--- config.mk ---
export PLATFORM = sky130hd
export DESIGN_NAME = branch_resolve_unit
export DESIGN_NICKNAME = d
export VERILOG_FILES = /design/src/rtl/branch_resolve_unit.sv
export SDC_FILE = /design/constraint.sdc
export NUM_CORES = 1
export LEC_CHECK = 0
export CAP_MARGIN = 20
export CORE_MARGIN = 2
export CORE_UTILIZATION = 49
export CTS_BUF_LIST = sky130_fd_sc_hd__clkbuf_16
export DETAILED_ROUTE_END_ITERATION = 10
export GPL_TIMING_DRIVEN = 0
export HOLD_SLACK_MARGIN = 0.12
export PLACE_DENSITY_LB_ADDON = 0.25
export SYNTH_ARGS = -nofsm -noshare
export SYNTH_HDL_FRONTEND = slang
export SYNTH_SLANG_ARGS = --single-unit
--- constraint.sdc ---
create_clock -name CLK -period 6.1 [get_ports CLK]
set_input_delay 0.915 -clock CLK [delete_from_list [all_inputs] [get_ports CLK]]
set_output_delay 0.915 -clock CLK [all_outputs]
set_load 0.005 [all_outputs]
--- src/rtl/branch_resolve_unit.sv ---
// Pairs fetch-time branch predictions with execute-time outcomes, flushing on mispredict
// and emitting BTB write/invalidate requests. Optional stats counters: define BR_STATS_EN.
module branch_resolve_unit #(
  parameter int DEPTH  = 4,
  parameter int ADDR_W = 30
) (
  input  logic              CLK,
  input  logic              RST,
  input  logic              f_valid,
  input  logic [ADDR_W-1:0] f_pc,
  input  logic              f_phit,
  input  logic [ADDR_W-1:0] f_ptarget,
  output logic              f_ready,
  input  logic              e_valid,
  input  logic              e_is_br,
  input  logic              e_taken,
  input  logic [ADDR_W-1:0] e_target,
  output logic              flush,
  output logic [ADDR_W-1:0] redirect_pc,
  output logic              upd_valid,
  output logic              upd_inval,
  output logic [ADDR_W-1:0] upd_pc,
  output logic [ADDR_W-1:0] upd_target,
  output logic              underflow,
  output logic [31:0]       br_count,
  output logic [31:0]       mispred_count
);

  localparam int PTR_W = $clog2(DEPTH);
  localparam logic [PTR_W:0] FULL_CNT = (PTR_W+1)'(DEPTH);

  typedef enum logic {RUN, RECOVER} state_t;

  state_t            state_reg;
  logic [PTR_W-1:0]  rd_ptr_reg, wr_ptr_reg;
  logic [PTR_W:0]    count_reg;

  logic [ADDR_W-1:0] pc_mem      [DEPTH];
  logic              phit_mem    [DEPTH];
  logic [ADDR_W-1:0] ptarget_mem [DEPTH];

  logic              do_pop, do_push, push_commit, mispred, taken_br;
  logic              upd_write, upd_clear;
  logic [ADDR_W-1:0] head_pc, head_ptarget, seq_pc, pred_next, actual_next;
  logic              head_phit;

  // Head is read combinationally so a resolve completes in the same cycle it arrives.
  assign head_pc      = pc_mem[rd_ptr_reg];
  assign head_phit    = phit_mem[rd_ptr_reg];
  assign head_ptarget = ptarget_mem[rd_ptr_reg];

  assign seq_pc      = head_pc + ADDR_W'(1);
  assign taken_br    = e_is_br && e_taken;
  assign pred_next   = head_phit ? head_ptarget : seq_pc;
  assign actual_next = taken_br ? e_target : seq_pc;
  assign mispred     = pred_next != actual_next;

  assign upd_write = taken_br && (!head_phit || head_ptarget != e_target);
  assign upd_clear = head_phit && !taken_br;

  assign f_ready     = (state_reg == RUN) && ((count_reg < FULL_CNT) || e_valid);
  assign do_pop      = e_valid && (count_reg != '0) && (state_reg == RUN);
  assign do_push     = f_valid && f_ready;
  assign push_commit = do_push && !(do_pop && mispred);

  always_ff @(posedge CLK) begin
    if (push_commit) begin
      pc_mem[wr_ptr_reg]      <= f_pc;
      phit_mem[wr_ptr_reg]    <= f_phit;
      ptarget_mem[wr_ptr_reg] <= f_ptarget;
    end
  end

  always_ff @(posedge CLK) begin
    if (RST) begin
      state_reg   <= RUN;
      rd_ptr_reg  <= '0;
      wr_ptr_reg  <= '0;
      count_reg   <= '0;
      flush       <= 1'b0;
      redirect_pc <= '0;
      upd_valid   <= 1'b0;
      upd_inval   <= 1'b0;
      upd_pc      <= '0;
      upd_target  <= '0;
      underflow   <= 1'b0;
    end else begin
      flush     <= 1'b0;
      upd_valid <= 1'b0;
      upd_inval <= 1'b0;
      case (state_reg)
        RUN: begin
          if (e_valid && count_reg == '0)
            underflow <= 1'b1;
          if (do_pop && mispred) begin
            state_reg   <= RECOVER;
            rd_ptr_reg  <= '0;
            wr_ptr_reg  <= '0;
            count_reg   <= '0;
            flush       <= 1'b1;
            redirect_pc <= actual_next;
          end else begin
            if (do_pop)
              rd_ptr_reg <= rd_ptr_reg + PTR_W'(1);
            if (do_push)
              wr_ptr_reg <= wr_ptr_reg + PTR_W'(1);
            if (do_push && !do_pop)
              count_reg <= count_reg + (PTR_W+1)'(1);
            else if (do_pop && !do_push)
              count_reg <= count_reg - (PTR_W+1)'(1);
          end
          if (do_pop && (upd_write || upd_clear)) begin
            upd_valid  <= 1'b1;
            upd_inval  <= upd_clear;
            upd_pc     <= head_pc;
            upd_target <= upd_clear ? '0 : e_target;
          end
        end
        RECOVER: state_reg <= RUN;
        default: state_reg <= RUN;
      endcase
    end
  end

`ifdef BR_STATS_EN
  always_ff @(posedge CLK) begin
    if (RST) begin
      br_count      <= '0;
      mispred_count <= '0;
    end else if (do_pop) begin
      if (e_is_br && br_count != 32'hFFFF_FFFF)
        br_count <= br_count + 32'd1;
      if (mispred && mispred_count != 32'hFFFF_FFFF)
        mispred_count <= mispred_count + 32'd1;
    end
  end
`else
  assign br_count      = '0;
  assign mispred_count = '0;
`endif

endmodule

# Word-level counts from Yosys, hierarchy flattened

Memory sizes are Yosys's and may differ from the RTL's. A register that Yosys moved wholly into a read port is not among the register bits.
Index checks and enable logic that the tools add are counted.

Add/sub/neg operators: 5
Multipliers: 0
Div/mod/pow operators: 0
Order comparisons: 1
Equal/unequal tests: 2
Shifts and indexed selects: 0
Muxes and demuxes: 21
Bitwise gates (word level): 2
Reductions and logical operators: 34

Operator list:

| kind                                                               | count |
|---|---|
| 30-bit two-way mux                                                 | 3 |
| 30-bit inequality test                                             | 2 |
| 30-bit by 1-bit adder with 30-bit output, second input constant    | 1 |
| 2-bit two-way mux                                                  | 10 |
| 1-bit logical AND                                                  | 13 |
| 2-bit AND reduction                                                | 6 |
| 3-bit two-way mux                                                  | 3 |
| 3-bit nonzero test                                                 | 2 |
| 1-bit zero test                                                    | 5 |
| 2-bit by 1-bit adder with 2-bit output, second input constant      | 2 |
| 1-bit two-way mux                                                  | 4 |
| 2-bit nonzero test                                                 | 2 |
| 3-bit by 1-bit adder with 3-bit output, second input constant      | 1 |
| 3-bit zero test                                                    | 1 |
| 1-bit logical OR                                                   | 3 |
| 3-bit less-than comparator, second input constant                  | 1 |
| 3-bit OR reduction                                                 | 1 |
| 3-bit by 1-bit subtractor with 3-bit output, second input constant | 1 |
| 1-bit inverter                                                     | 2 |
| 1-bit case mux with 2 select lines                                 | 1 |
| 2-bit OR reduction                                                 | 1 |

Flip-flop bits (word level): 102
Latch bits: 0
Memory bits (writable): 244
Memory bits (read-only): 0
Bits of input ports: 97
Output and inout port bits: 159
Logic and storage cells: 79
Memories kept: 3

Memories:

| name        | words | width | rd ports | clocked after Yosys merged registers in | wr ports | line | RTL |
|---|---|---|---|---|---|---|---|
| pc_mem      | 4     | 30    | 1        | 1                                       | 1        | 38   | `logic [ADDR_W-1:0] pc_mem [DEPTH];` |
| ptarget_mem | 4     | 30    | 1        | 1                                       | 1        | 40   | `logic [ADDR_W-1:0] ptarget_mem [DEPTH];` |
| phit_mem    | 4     | 1     | 1        | 1                                       | 1        | 39   | `logic phit_mem [DEPTH];` |

# Longest topological paths before layout

Depth in word-level cells: 9
Gate-level depth with buffers: 19
Mapped depth without buffers: 12

# Worst setup path before layout

OpenSTA, ideal clock, no wires.

Kind: flip-flop to flip-flop
From: reg (tool-made name)
To: mem pc_mem[0][0], enable pin
Setup time: 0.425 ns
Arrival time: 5.311 ns
Data required time: 5.675 ns
Setup slack: 0.364 ns
Cell stages (with the launch flop): 18
Path buffers: 6
Period minus slack after synthesis: 5.736 ns
Path through: dfxtp_1 -> buf_6 -> buf_12 -> buf_12 -> buf_12 -> mux4_2 -> buf_6 -> ha_1 -> and4_1 -> buf_6 -> nand4_4 -> xor2_4 -> xnor2_1 -> or4_4 -> a2111oi_4 -> nand4_4 -> nand2_4 -> and3_1

RTL lines:

| what          | line |
|---|---|
| end, declared | 38 |

==> impl_metrics.toml <==
[run_status]
outcome = "finished, final reports clean"

[pwr]
p_total_mw = 7.08
intPower_mw = 4.96
switching_share_pct = 29.9
power_switching_mw = 2.11
pwr-share-clk_pct = 31.0
power.density_nw_per_um2 = 343
seqPwrFrac_pct = 41.6
leakage_nw = 7.49
combPwrFrac_pct = 27.3
vdd_drop_max_mv = 0.301

[worst_setup_path]
cp_top_family = "simple AND/OR/NAND/NOR gates"
rr_worst_depth = 18
crit_path_max_fanout = 48
critPathCaptureType = "flip-flop"
arrival_ps = 5810
critPathLaunchType = "flip-flop"
rr_endpoint = "pc_mem[2][28]"
cp_cell_sequence = "buf_6, buf_12, buf_12, buf_12, mux4_2, buf_6, ha_1, xnor2_1, xnor2_1, a221oi_1, o32ai_1, nor3_1, nand4_1, nor2_1, nand4_4, nand2_4, and3_4, buf_16"
cp_slowest_cell = "mux4_2"
worst-path-buf-inv = 6
regToRegSetupSlack_ps = 480
required_ps = 6290
crit_type = "reg2reg"
slowest_delay_ps = 560
crit_path_frequent_cell = "buf_12"

[clock_tree]
htreeDepth = 2
clk_transition_reported_paths_ps = 60
tritoncts = "yes"
cts_hold_buffers = 0
cts_buffer_depth = 3
root_buffer = "clkbuf_16"
cts_setup_buffers = 0
clk_latency_ps = 530
clock-sinks = 347
cts_made_buffers = 36
post_cts_resized = 0

[drt]
first_pass_iters = 6
route.final.wire_length_um = 46500
wl_per_cell_um = 23.2
vias_per_cell = 5.69
antenna_left = 0
vias = 11400
drc = 0
drtIter0Drc = 1017

[global_route]
grt_max_degree = 53
antenna_found_initial = 0
grt_usage_pct = 26.2
gr-total-overflow = 0
grt_pass1_vias = 11000
grt_pass1_wl_um = 69800

[timing]
finalHoldViolCount = 0
setup_tns_ps = 0
fmax_mhz = 178
finalCritPeriodShare_pct = 92.2
rsz0062_at_grt = "false"
report.final.setup_viol = 0
fin_skew_ps = 25.6
worstMarginPinSlew_ps = 813
max_slew_margin_pct = 45.4
drv_slew = 0
period_needed_ps = 5620

[layout]
largest_registers = "pc_mem x120, ptarget_mem x120"
n_antenna_cell = 0
syn2layout_area_growth_pct = 24.1
fin_nets = 1631
fillCellCount = 2587
seq_area_sq_um = 9390
layout-drive-gt1-share_pct = 15.8
multi_input_area_sq_um = 6520
stdcell_count = 2003

[logic_synthesis]
synth-edff-count = 244
syn_area_per_cell_sq_um = 13.5
synth_top_area_share_pct = 44.1
synthDistinctLibCells = 86
netlist.top_cell.by_area = "edfxtp_1"
synth_seq_cells = 347
syn_area_sq_um = 16600
ys.flop_type = "edfxtp_1"
synth_cells = 1234
ys_warn_count = 0
async_reset_ff_share_pct = 0
ys_seq_area_share_pct = 56.5
synthTopCellsByArea = "edfxtp_1, dfxtp_1, mux4_2"

[floorplanning]
die_width_um = 188
rows = 67
dieArea_sq_um = 35400
start_util_pct = 49.7
pin_count = 256
die_y_um = 188
core_region_area_sq_um = 33400

[hold_path]
hold_path_end = "redirect_pc[5]"
min_path_type = "reg2reg"
whs_path_depth = 2
hold_start = "redirect_pc[5]"

[job]
max-cap-violations = 0

[place]
port_buffers = 189
dpl.cell_count = 1938
hpwl_um = 34700
gp_congestion = 0.937
-- kinds of logic (layout without fill, tap and decap cells) --
logic type	Yosys count	count (layout)	synth area share [%]
AOI/OAI and AO/OA	156	156	7.03
xor gates and xnor gates	95	95	5.87
adders and majority gates	6	6	0.497
buffers and inverters	149	407	5.87
DFF	347	347	56.5
muxes	128	128	12.4
other	1	64	0.0226
and+or+nand+nor	352	352	11.8
-- layout by cell type (no fill, tap or decap), types with 11 or more instances in the layout --
cell / instances
nand4_1: 21
mux4_2: 57
clkbuf_16: 36
clkdlybuf4s50_1: 189
inv_1: 21
a31oi_1: 14
nor4_1: 11
clkbuf_1: 37
xor2_1: 42
o21ai_0: 20
buf_4: 68
nand2_1: 88
dfxtp_1: 103
nand3_1: 27
edfxtp_1: 244
o211ai_1: 27
nor3_1: 23
nor2_1: 74
and2_1: 11
a22o_1: 30
and3_1: 15
mux2i_1: 64
a21oi_1: 16
conb_1: 64
xnor2_1: 42
-- cell usage after synthesis (5+ instances only) --
library cell	number
nand3_1	27
buf_2	10
nor2b_1	6
nor3b_1	5
o211ai_1	27
edfxtp_1	244
xnor3_1	8
nor3_1	23
mux2i_1	64
clkbuf_1	37
nand2b_1	8
nor2_1	74
xor2_1	42
ha_1	5
nand2_1	88
o2111ai_1	6
buf_6	8
and3_1	19
mux4_2	57
inv_1	13
buf_1	6
and4_1	8
nor4_1	11
dfxtp_1	103
xnor2_1	42
nand4_1	21
and2_1	11
a21oi_1	16
a31oi_1	14
buf_4	68
a22o_1	30
o21ai_0	20
or3_1	7
-- tightest hold or removal path: stages (launching register included) --
cell,delay (ps)
dfxtp_1,310
nand2_1,50
mux2i_1,50
-- per-layer routing --
layer,global-route usage [%],vias to the layer above,wire length [um]
met5,0,-,0
met4,7.96,0,1250
met3,4.67,68,3760
met2,41.5,537,21300
met1,37.3,5631,20100
li1,-,5171,-
-- cell type report --
cell class / count / share of cell area (%)
plain buffers: 136 / 4.49
clock buffers: 36 / 4.36
clock inverters: 29 / 1.41
inverters: 13 / 0.236
multi-input cells: 801 / 31.6
flip-flops and latches: 347 / 45.5
well taps: 448 / 2.72
repair buffers: 193 / 9.70
-- power groups by stage --
| stage | clock (mW) | combinational [mW] | sequential [mW] |
|---|---|---|---|
| after CTS | 2.24 | 1.91 | 2.95 |
| final | 2.20 | 1.94 | 2.95 |
| after global routing | 2.33 | 2.06 | 2.97 |
| after global placement | 0 | 1.86 | 3.01 |
| after floorplan | 0 | 1.13 | 2.99 |
| after detailed placement | 0 | 1.90 | 3.00 |
-- metrics by stage --
stage	worst slack (ps)	utilization, %	area (sq um)	hold slack, ps
2_1_floorplan	364	-	16900	454
3_3_place_gp	-1670	57.8	19300	446
3_5_place_dp	484	58.1	19400	454
4_1_cts	497	61.7	20600	462
5_1_grt	190	61.7	20600	478
6_report	477	61.7	20600	460
-- worst max-delay path by stage --
stage,startpoint,endpoint,slack [ps],cells past startpoint
after floorplan,flip-flop,pc_mem[0][0],360,17
after global placement,e_taken,ptarget_mem[2][3],-1670,14
after detailed placement,e_taken,ptarget_mem[3][5],480,15
after CTS,flip-flop,pc_mem[2][28],500,18
after global routing,flip-flop,pc_mem[2][28],190,18
final,flip-flop,pc_mem[2][28],480,18
Power figures use the tool's default switching activity.
